### src/rtl/nios_system_nios2_mul_seq_if.sv
// Request/response bundle of the shared multiply sequencer: two requester
// ports with valid/ready handshakes and a shared 64-bit result bus.
interface nios_system_nios2_mul_seq_if;
  logic        req_valid_0, req_ready_0;
  logic [31:0] req_a_0, req_b_0;
  logic [1:0]  req_sign_0;
  logic        req_valid_1, req_ready_1;
  logic [31:0] req_a_1, req_b_1;
  logic [1:0]  req_sign_1;
  logic        rsp_valid_0, rsp_ready_0;
  logic        rsp_valid_1, rsp_ready_1;
  logic [63:0] rsp_data;
  logic        busy;

  modport slave (
    input  req_valid_0, req_a_0, req_b_0, req_sign_0,
    input  req_valid_1, req_a_1, req_b_1, req_sign_1,
    input  rsp_ready_0, rsp_ready_1,
    output req_ready_0, req_ready_1, rsp_valid_0, rsp_valid_1, rsp_data, busy
  );

  modport master (
    output req_valid_0, req_a_0, req_b_0, req_sign_0,
    output req_valid_1, req_a_1, req_b_1, req_sign_1,
    output rsp_ready_0, rsp_ready_1,
    input  req_ready_0, req_ready_1, rsp_valid_0, rsp_valid_1, rsp_data, busy
  );
endinterface

### src/rtl/nios_system_nios2_mul_seq.sv
// Shared 32x32->64 multiply sequencer: one pipelined 16x16 unsigned multiplier,
// four partial products per request, signed correction applied at the end.
module nios_system_nios2_mul_seq #(
  parameter int MUL_LATENCY = 1,
  parameter bit RR_EN       = 1'b1
) (
  input logic clk,
  input logic reset,
  nios_system_nios2_mul_seq_if.slave bus
);
  localparam logic [2:0] IDLE  = 3'd0;
  localparam logic [2:0] ISSUE = 3'd1;
  localparam logic [2:0] DRAIN = 3'd2;
  localparam logic [2:0] FIX   = 3'd3;
  localparam logic [2:0] DONE  = 3'd4;
  localparam logic [1:0] DRAIN_LAST = 2'(MUL_LATENCY - 1);

  logic [2:0]  state;
  logic [1:0]  cnt;
  logic        owner, last_served;
  logic [31:0] op_a, op_b;
  logic [1:0]  op_sign;
  logic [63:0] acc, rsp_q;

  logic        grant0, grant1, accept, rsp_take;
  logic [15:0] mul_a, mul_b;
  logic [1:0]  mul_sh;
  logic        issue_vld;
  logic [63:0] prod_ext, corr_a, corr_b;

  // Multiplier pipeline: product, shift tag (units of 16 bits) and valid.
  logic [MUL_LATENCY:1] vld_pipe;
  logic [31:0]          prod_pipe [1:MUL_LATENCY];
  logic [1:0]           sh_pipe   [1:MUL_LATENCY];

  // Tie goes to the port not served last; fixed priority favours port 0.
  assign grant0 = bus.req_valid_0 & (~bus.req_valid_1 | ~RR_EN | last_served);
  assign grant1 = bus.req_valid_1 & ~grant0;
  assign accept = (state == IDLE) & (grant0 | grant1);

  // cnt[0] picks the A half, cnt[1] the B half; shift = 16*(cnt[0]+cnt[1]).
  assign issue_vld = (state == ISSUE);
  assign mul_a     = cnt[0] ? op_a[31:16] : op_a[15:0];
  assign mul_b     = cnt[1] ? op_b[31:16] : op_b[15:0];
  assign mul_sh    = {cnt[1] & cnt[0], cnt[1] ^ cnt[0]};

  assign prod_ext = {32'b0, prod_pipe[MUL_LATENCY]} << {sh_pipe[MUL_LATENCY], 4'b0};
  assign corr_a   = (op_sign[0] & op_a[31]) ? {op_b, 32'b0} : 64'b0;
  assign corr_b   = (op_sign[1] & op_b[31]) ? {op_a, 32'b0} : 64'b0;
  assign rsp_take = owner ? bus.rsp_ready_1 : bus.rsp_ready_0;

  always_ff @(posedge clk or posedge reset) begin
    if (reset) begin
      vld_pipe <= '0;
      for (int k = 1; k <= MUL_LATENCY; k++) begin
        prod_pipe[k] <= '0;
        sh_pipe[k]   <= '0;
      end
    end else begin
      vld_pipe[1]  <= issue_vld;
      prod_pipe[1] <= mul_a * mul_b;
      sh_pipe[1]   <= mul_sh;
      for (int k = 2; k <= MUL_LATENCY; k++) begin
        vld_pipe[k]  <= vld_pipe[k-1];
        prod_pipe[k] <= prod_pipe[k-1];
        sh_pipe[k]   <= sh_pipe[k-1];
      end
    end
  end

  always_ff @(posedge clk or posedge reset) begin
    if (reset) begin
      state       <= IDLE;
      cnt         <= '0;
      owner       <= 1'b0;
      last_served <= 1'b1;
      op_a        <= '0;
      op_b        <= '0;
      op_sign     <= '0;
      acc         <= '0;
      rsp_q       <= '0;
    end else begin
      if (vld_pipe[MUL_LATENCY]) acc <= acc + prod_ext;
      case (state)
        IDLE: if (accept) begin
          owner       <= grant1;
          last_served <= grant1;
          op_a        <= grant1 ? bus.req_a_1    : bus.req_a_0;
          op_b        <= grant1 ? bus.req_b_1    : bus.req_b_0;
          op_sign     <= grant1 ? bus.req_sign_1 : bus.req_sign_0;
          acc         <= '0;
          cnt         <= '0;
          state       <= ISSUE;
        end
        ISSUE: begin
          cnt <= cnt + 2'd1;
          if (cnt == 2'd3) state <= DRAIN;
        end
        DRAIN: begin
          if (cnt == DRAIN_LAST) begin
            cnt   <= '0;
            state <= FIX;
          end else begin
            cnt <= cnt + 2'd1;
          end
        end
        FIX: begin
          rsp_q <= acc - corr_a - corr_b;
          state <= DONE;
        end
        DONE: if (rsp_take) state <= IDLE;
        default: state <= IDLE;
      endcase
    end
  end

  assign bus.req_ready_0 = ~reset & accept & grant0;
  assign bus.req_ready_1 = ~reset & accept & grant1;
  assign bus.rsp_valid_0 = (state == DONE) & ~owner;
  assign bus.rsp_valid_1 = (state == DONE) & owner;
  assign bus.rsp_data    = rsp_q;
  assign bus.busy        = (state != IDLE);
endmodule

### src/flat_wrapper.sv
// flat-port wrapper written by rule: the top's interface ports become plain ports
module nios_system_nios2_mul_seq_flat 
#(
  parameter int MUL_LATENCY = 1,
  parameter bit RR_EN       = 1'b1
)
  (clk, reset, bus_req_valid_0, bus_req_a_0, bus_req_b_0, bus_req_sign_0, bus_req_valid_1, bus_req_a_1, bus_req_b_1, bus_req_sign_1, bus_rsp_ready_0, bus_rsp_ready_1, bus_req_ready_0, bus_req_ready_1, bus_rsp_valid_0, bus_rsp_valid_1, bus_rsp_data, bus_busy);
  nios_system_nios2_mul_seq_if bus_i ();
  input logic clk;
  input logic reset;
  input wire logic [$bits(bus_i.req_valid_0)-1:0] bus_req_valid_0;
  input wire logic [$bits(bus_i.req_a_0)-1:0] bus_req_a_0;
  input wire logic [$bits(bus_i.req_b_0)-1:0] bus_req_b_0;
  input wire logic [$bits(bus_i.req_sign_0)-1:0] bus_req_sign_0;
  input wire logic [$bits(bus_i.req_valid_1)-1:0] bus_req_valid_1;
  input wire logic [$bits(bus_i.req_a_1)-1:0] bus_req_a_1;
  input wire logic [$bits(bus_i.req_b_1)-1:0] bus_req_b_1;
  input wire logic [$bits(bus_i.req_sign_1)-1:0] bus_req_sign_1;
  input wire logic [$bits(bus_i.rsp_ready_0)-1:0] bus_rsp_ready_0;
  input wire logic [$bits(bus_i.rsp_ready_1)-1:0] bus_rsp_ready_1;
  output wire logic [$bits(bus_i.req_ready_0)-1:0] bus_req_ready_0;
  output wire logic [$bits(bus_i.req_ready_1)-1:0] bus_req_ready_1;
  output wire logic [$bits(bus_i.rsp_valid_0)-1:0] bus_rsp_valid_0;
  output wire logic [$bits(bus_i.rsp_valid_1)-1:0] bus_rsp_valid_1;
  output wire logic [$bits(bus_i.rsp_data)-1:0] bus_rsp_data;
  output wire logic [$bits(bus_i.busy)-1:0] bus_busy;
  assign bus_i.req_valid_0 = bus_req_valid_0;
  assign bus_i.req_a_0 = bus_req_a_0;
  assign bus_i.req_b_0 = bus_req_b_0;
  assign bus_i.req_sign_0 = bus_req_sign_0;
  assign bus_i.req_valid_1 = bus_req_valid_1;
  assign bus_i.req_a_1 = bus_req_a_1;
  assign bus_i.req_b_1 = bus_req_b_1;
  assign bus_i.req_sign_1 = bus_req_sign_1;
  assign bus_i.rsp_ready_0 = bus_rsp_ready_0;
  assign bus_i.rsp_ready_1 = bus_rsp_ready_1;
  assign bus_req_ready_0 = bus_i.req_ready_0;
  assign bus_req_ready_1 = bus_i.req_ready_1;
  assign bus_rsp_valid_0 = bus_i.rsp_valid_0;
  assign bus_rsp_valid_1 = bus_i.rsp_valid_1;
  assign bus_rsp_data = bus_i.rsp_data;
  assign bus_busy = bus_i.busy;
  nios_system_nios2_mul_seq #(.MUL_LATENCY(MUL_LATENCY), .RR_EN(RR_EN)) u_core (.clk(clk), .reset(reset), .bus(bus_i));
endmodule
### config.mk
export PLATFORM = sky130hd
export DESIGN_NAME = nios_system_nios2_mul_seq_flat
export DESIGN_NICKNAME = d
export VERILOG_FILES = /design/src/rtl/nios_system_nios2_mul_seq_if.sv /design/src/rtl/nios_system_nios2_mul_seq.sv /design/src/flat_wrapper.sv
export SDC_FILE = /design/constraint.sdc
export NUM_CORES = 2
export LEC_CHECK = 0
export ABC_AREA = 1
export CORE_UTILIZATION = 61
export CTS_CLUSTER_SIZE = 24
export DETAILED_ROUTE_END_ITERATION = 6
export GPL_ROUTABILITY_DRIVEN = 0
export PLACE_DENSITY_LB_ADDON = 0.08
export SYNTH_ARGS = -nofsm -noshare
export SYNTH_HDL_FRONTEND = slang
export SYNTH_SLANG_ARGS = --single-unit
### constraint.sdc
create_clock -name clk -period 8.31 [get_ports clk]
set_clock_uncertainty 0.05 [all_clocks]
set_input_delay 1.2465 -clock clk [delete_from_list [all_inputs] [get_ports clk]]
set_output_delay 1.2465 -clock clk [all_outputs]
set_load 0.005 [all_outputs]
==> summary.md <==
| Metric | Value |
|---|---|
| Core area | `44500 um^2` |
| Tmin final | `a little over 7 ns` |
| Post-route DRC violation count | `0` |
| Slew Viols, Final | `0` |
| Relative slew slack | `between 10% and 20%` |
| DR vias | `27000` |
| First-pass detailed-route iteration total | `6` |
| Initial antenna violation count | `0` |
| Layout cells sized above 1 | `3.41%` |
| Clock transition at path regs | `roughly 0.070 ns` |
| Root Buffer | `clkbuf_16` |
| Crit path largest cell delay | `between 1 and 1.5 ns` |
| Slew @ Worst Pin | `roughly 1.2 ns` |
| Die W | `about 220 um` |
| Final nets | `just under 5000` |
| Tcrit/Tclk final | `84.9%` |
| Die height | `approximately 220 um` |
| Post-CTS setup buffers | `0` |
| Status | `finished clean` |
| Synth Instances | `~4100` |
| Area growth from synthesis to layout | `12.6%` |
| Critical path cell sequence | `nand2_1, o21ai_1, clkinv_1, nand2_1, fa_1, fa_1, inv_1, fa_1, fa_1, fa_1, inv_1, fa_1, inv_1, ha_1, nand2_1, nor2_1, inv_1, nor3_1, nand4_1, nand3b_1, a21oi_1, xor2_1` |
| Fill cell count | `slightly above 4000` |
| Clock latency on the worst-skew pair | `0.58 ns` |
| Clock Path Buffers | `3` |
| Fraction of registers with async set/reset | `between 90% and 100%` |
| TritonCTS Buffers | `28` |
| Worst-path fanout max | `34` |
| # setup viols final | `0` |
| Dpl cells | `roughly 4800` |
| Sequential area share after synthesis | `21.3%` |
| Slowest-stage cell, CP | `dfrtp_1` |
| HP Class | `flip-flop to flip-flop` |
| Final setup TNS | `0 ns` |
| Syn Nets | `about 4700` |
| Number of flops mapped to enable cells by yosys | `0` |
| Top cells by area, synth | `dfrtp_1 21%, nand2_1 17%, fa_1 16%` |
| Dpl hpwl | `approximately 74 mm` |
| # hold bufs at CTS | `0` |
| CP Launch Point | `u_core.cnt[0]` |
| H-tree depth | `1` |
| Syn_area_per_cell | `between 6 and 7 um^2` |
| Hold_sp | `u_core.bus.rsp_data[15]` |
| Synth area leader | `dfrtp_1` |
| Largest net degree at the start of global routing | `101` |
| Initial Util | `~62%` |
| Antenna cells | `0` |
| Antenna Violating Nets Remaining | `0` |
| Crit path top cell by count | `fa_1` |
| Crit path arrival time | `approximately 7.5 ns` |
| DIE AREA | `~46000 um^2` |
| Max Cap Viol | `0` |
| Vias in the first global route | `24800` |
| Mapped Area | `approximately 28000 um^2` |
| All-Layer GR Usage | `around two fifths` |
| Yosys reg bits | `~240` |
| Req. time, crit path | `around 8.7 ns` |
| First-pass GRT wire length | `around 140 mm` |
| Cell Rows | `77` |
| Drt initial violations | `3421` |
| Critical path class | `flip-flop to flip-flop` |
| I/O pins | `roughly 210` |
| Via/cell ratio | `5.54` |
| Clock Sink Count | `between 200 and 250` |
| Share of the synthesized area in the top cell type | `21.2%` |
| DR WL/cell | `about 19 um` |
| Dominant synthesized flop cell | `dfrtp_1` |
| Wirelength, routed | `90.3 mm` |
| Total congestion overflow | `0` |
| CTS tree | `yes` |
| Crit end category | `flip-flop` |
| RSZ-0062 raised after global routing | `no` |
| Commonest non-fill, non-tap cell in the layout | `nand2_1` |
| Most frequent cells in the layout | `1221 x nand2_1, 819 x inv_1, 441 x nor2_1` |
| # resized after CTS | `0` |
| Reg-to-Reg Start | `u_core.cnt[0]` |
| Critical path launch point type | `flip-flop` |
| Yosys warns | `0` |
| Port bufs | `206` |
| Layout Cells excl Fill | `a little under 5000` |
| Cell variety after synth | `46` |
| Peak Freq | `142 MHz` |
| Final Hold Viols | `0` |
metal layers:
layer | GRT usage, % | wire length, um | vias up
li1 | - | - | 12800
met5 | 0 | 0 | -
met3 | 7.63 | 9910 | 269
met4 | 17.3 | 4770 | 0
met1 | 55.0 | 36800 | 12500
met2 | 58.7 | 38800 | 1403
cell usage after synthesis (10+ instances only):
master and instances:
nand2_1 1221, inv_1 820, nor2_1 442, dfrtp_1 235, fa_1 226, a21oi_1 211
o21ai_0 209, ha_1 202, nand3_1 132, clkbuf_1 68, xor2_1 48, mux2i_1 34
o21ai_1 33, buf_2 27, nor3_1 18, nand4_1 17, inv_2 16, nor2_2 15
xnor2_1 15, o21ai_2 11, nand2_2 10
layout make-up:
class                           instances  area, um^2  area share [%]
Clock buffer                           37         806            2.58
Timing Repair Buffer                  224        2200            7.04
Tap cell                              592         741            2.37
Clock inverter                         15         143           0.457
Inverter                              845        3180            10.2
Sequential cell                       236        5910            18.9
Multi-Input combinational cell       2928       18200            58.4
cell families (layout without fill, tap and decap cells):
| family | after synthesis | in the layout | synth area share [%] |
|---|---|---|---|
| and+or+nand+nor | 1893 | 1893 | 27.3 |
| muxes | 34 | 34 | 1.23 |
| buffers and inverters | 946 | 1121 | 13.0 |
| xor gates and xnor gates | 63 | 63 | 1.99 |
| AOI/OAI and AO/OA | 510 | 510 | 9.76 |
| adders and majority gates | 428 | 428 | 25.4 |
| DFF | 236 | 236 | 21.3 |
registers in the layout, indices dropped and copies added, names as in the netlist:
name	cells
u_core.vld_pipe	1
u_core.sh_pipe	2
u_core.cnt	2
u_core.last_served	1
u_core.op_a	32
u_core.op_b	32
u_core.acc	64
u_core.prod_pipe	32
u_core.bus.rsp_data	64
u_core.state	3
u_core.op_sign	2
u_core.owner	1
critical path, delay by kind of cell (launching register included):
family / cells / cell delay, ns
AO/OA/AOI/OAI: 2 / 0.44
adder cells (fa/ha/maj): 7 / 3.32
buffers and inverters: 5 / 0.73
XOR/XNOR: 1 / 0.16
flip-flops: 1 / 1.07
AND/OR/NAND/NOR: 7 / 1.13
final timing paths:
| path | cells after the start | endpoint | slack, ns |
|---|---|---|---|
| min in group asynchronous | 2 | u_core.state[1] | 1.31 |
| max in group asynchronous | 3 | u_core.bus.rsp_data[58] | 5.44 |
| worst min register to register | 2 | u_core.bus.rsp_data[15] | 0.42 |
| worst min-delay path | 2 | u_core.bus.rsp_data[15] | 0.42 |
| worst max-delay path | 22 | u_core.prod_pipe[29] | 1.25 |
| worst max register to register | 22 | u_core.prod_pipe[29] | 1.25 |
through the flow:
stage	worst slack [ns]	hold WS, ns	area, um^2	util [%]
6_report	1.25	0.419	31200	70.1
5_1_grt	0.866	0.438	31200	70.1
4_1_cts	1.40	0.423	31200	70.1
3_5_place_dp	1.41	0.408	30300	68.0
3_3_place_gp	1.54	0.403	30300	68.0
2_1_floorplan	0.540	0.401	27700	-
Power is not shown: default switching activity piles up to over one toggle a cycle in this logic, so the estimate is an artifact.
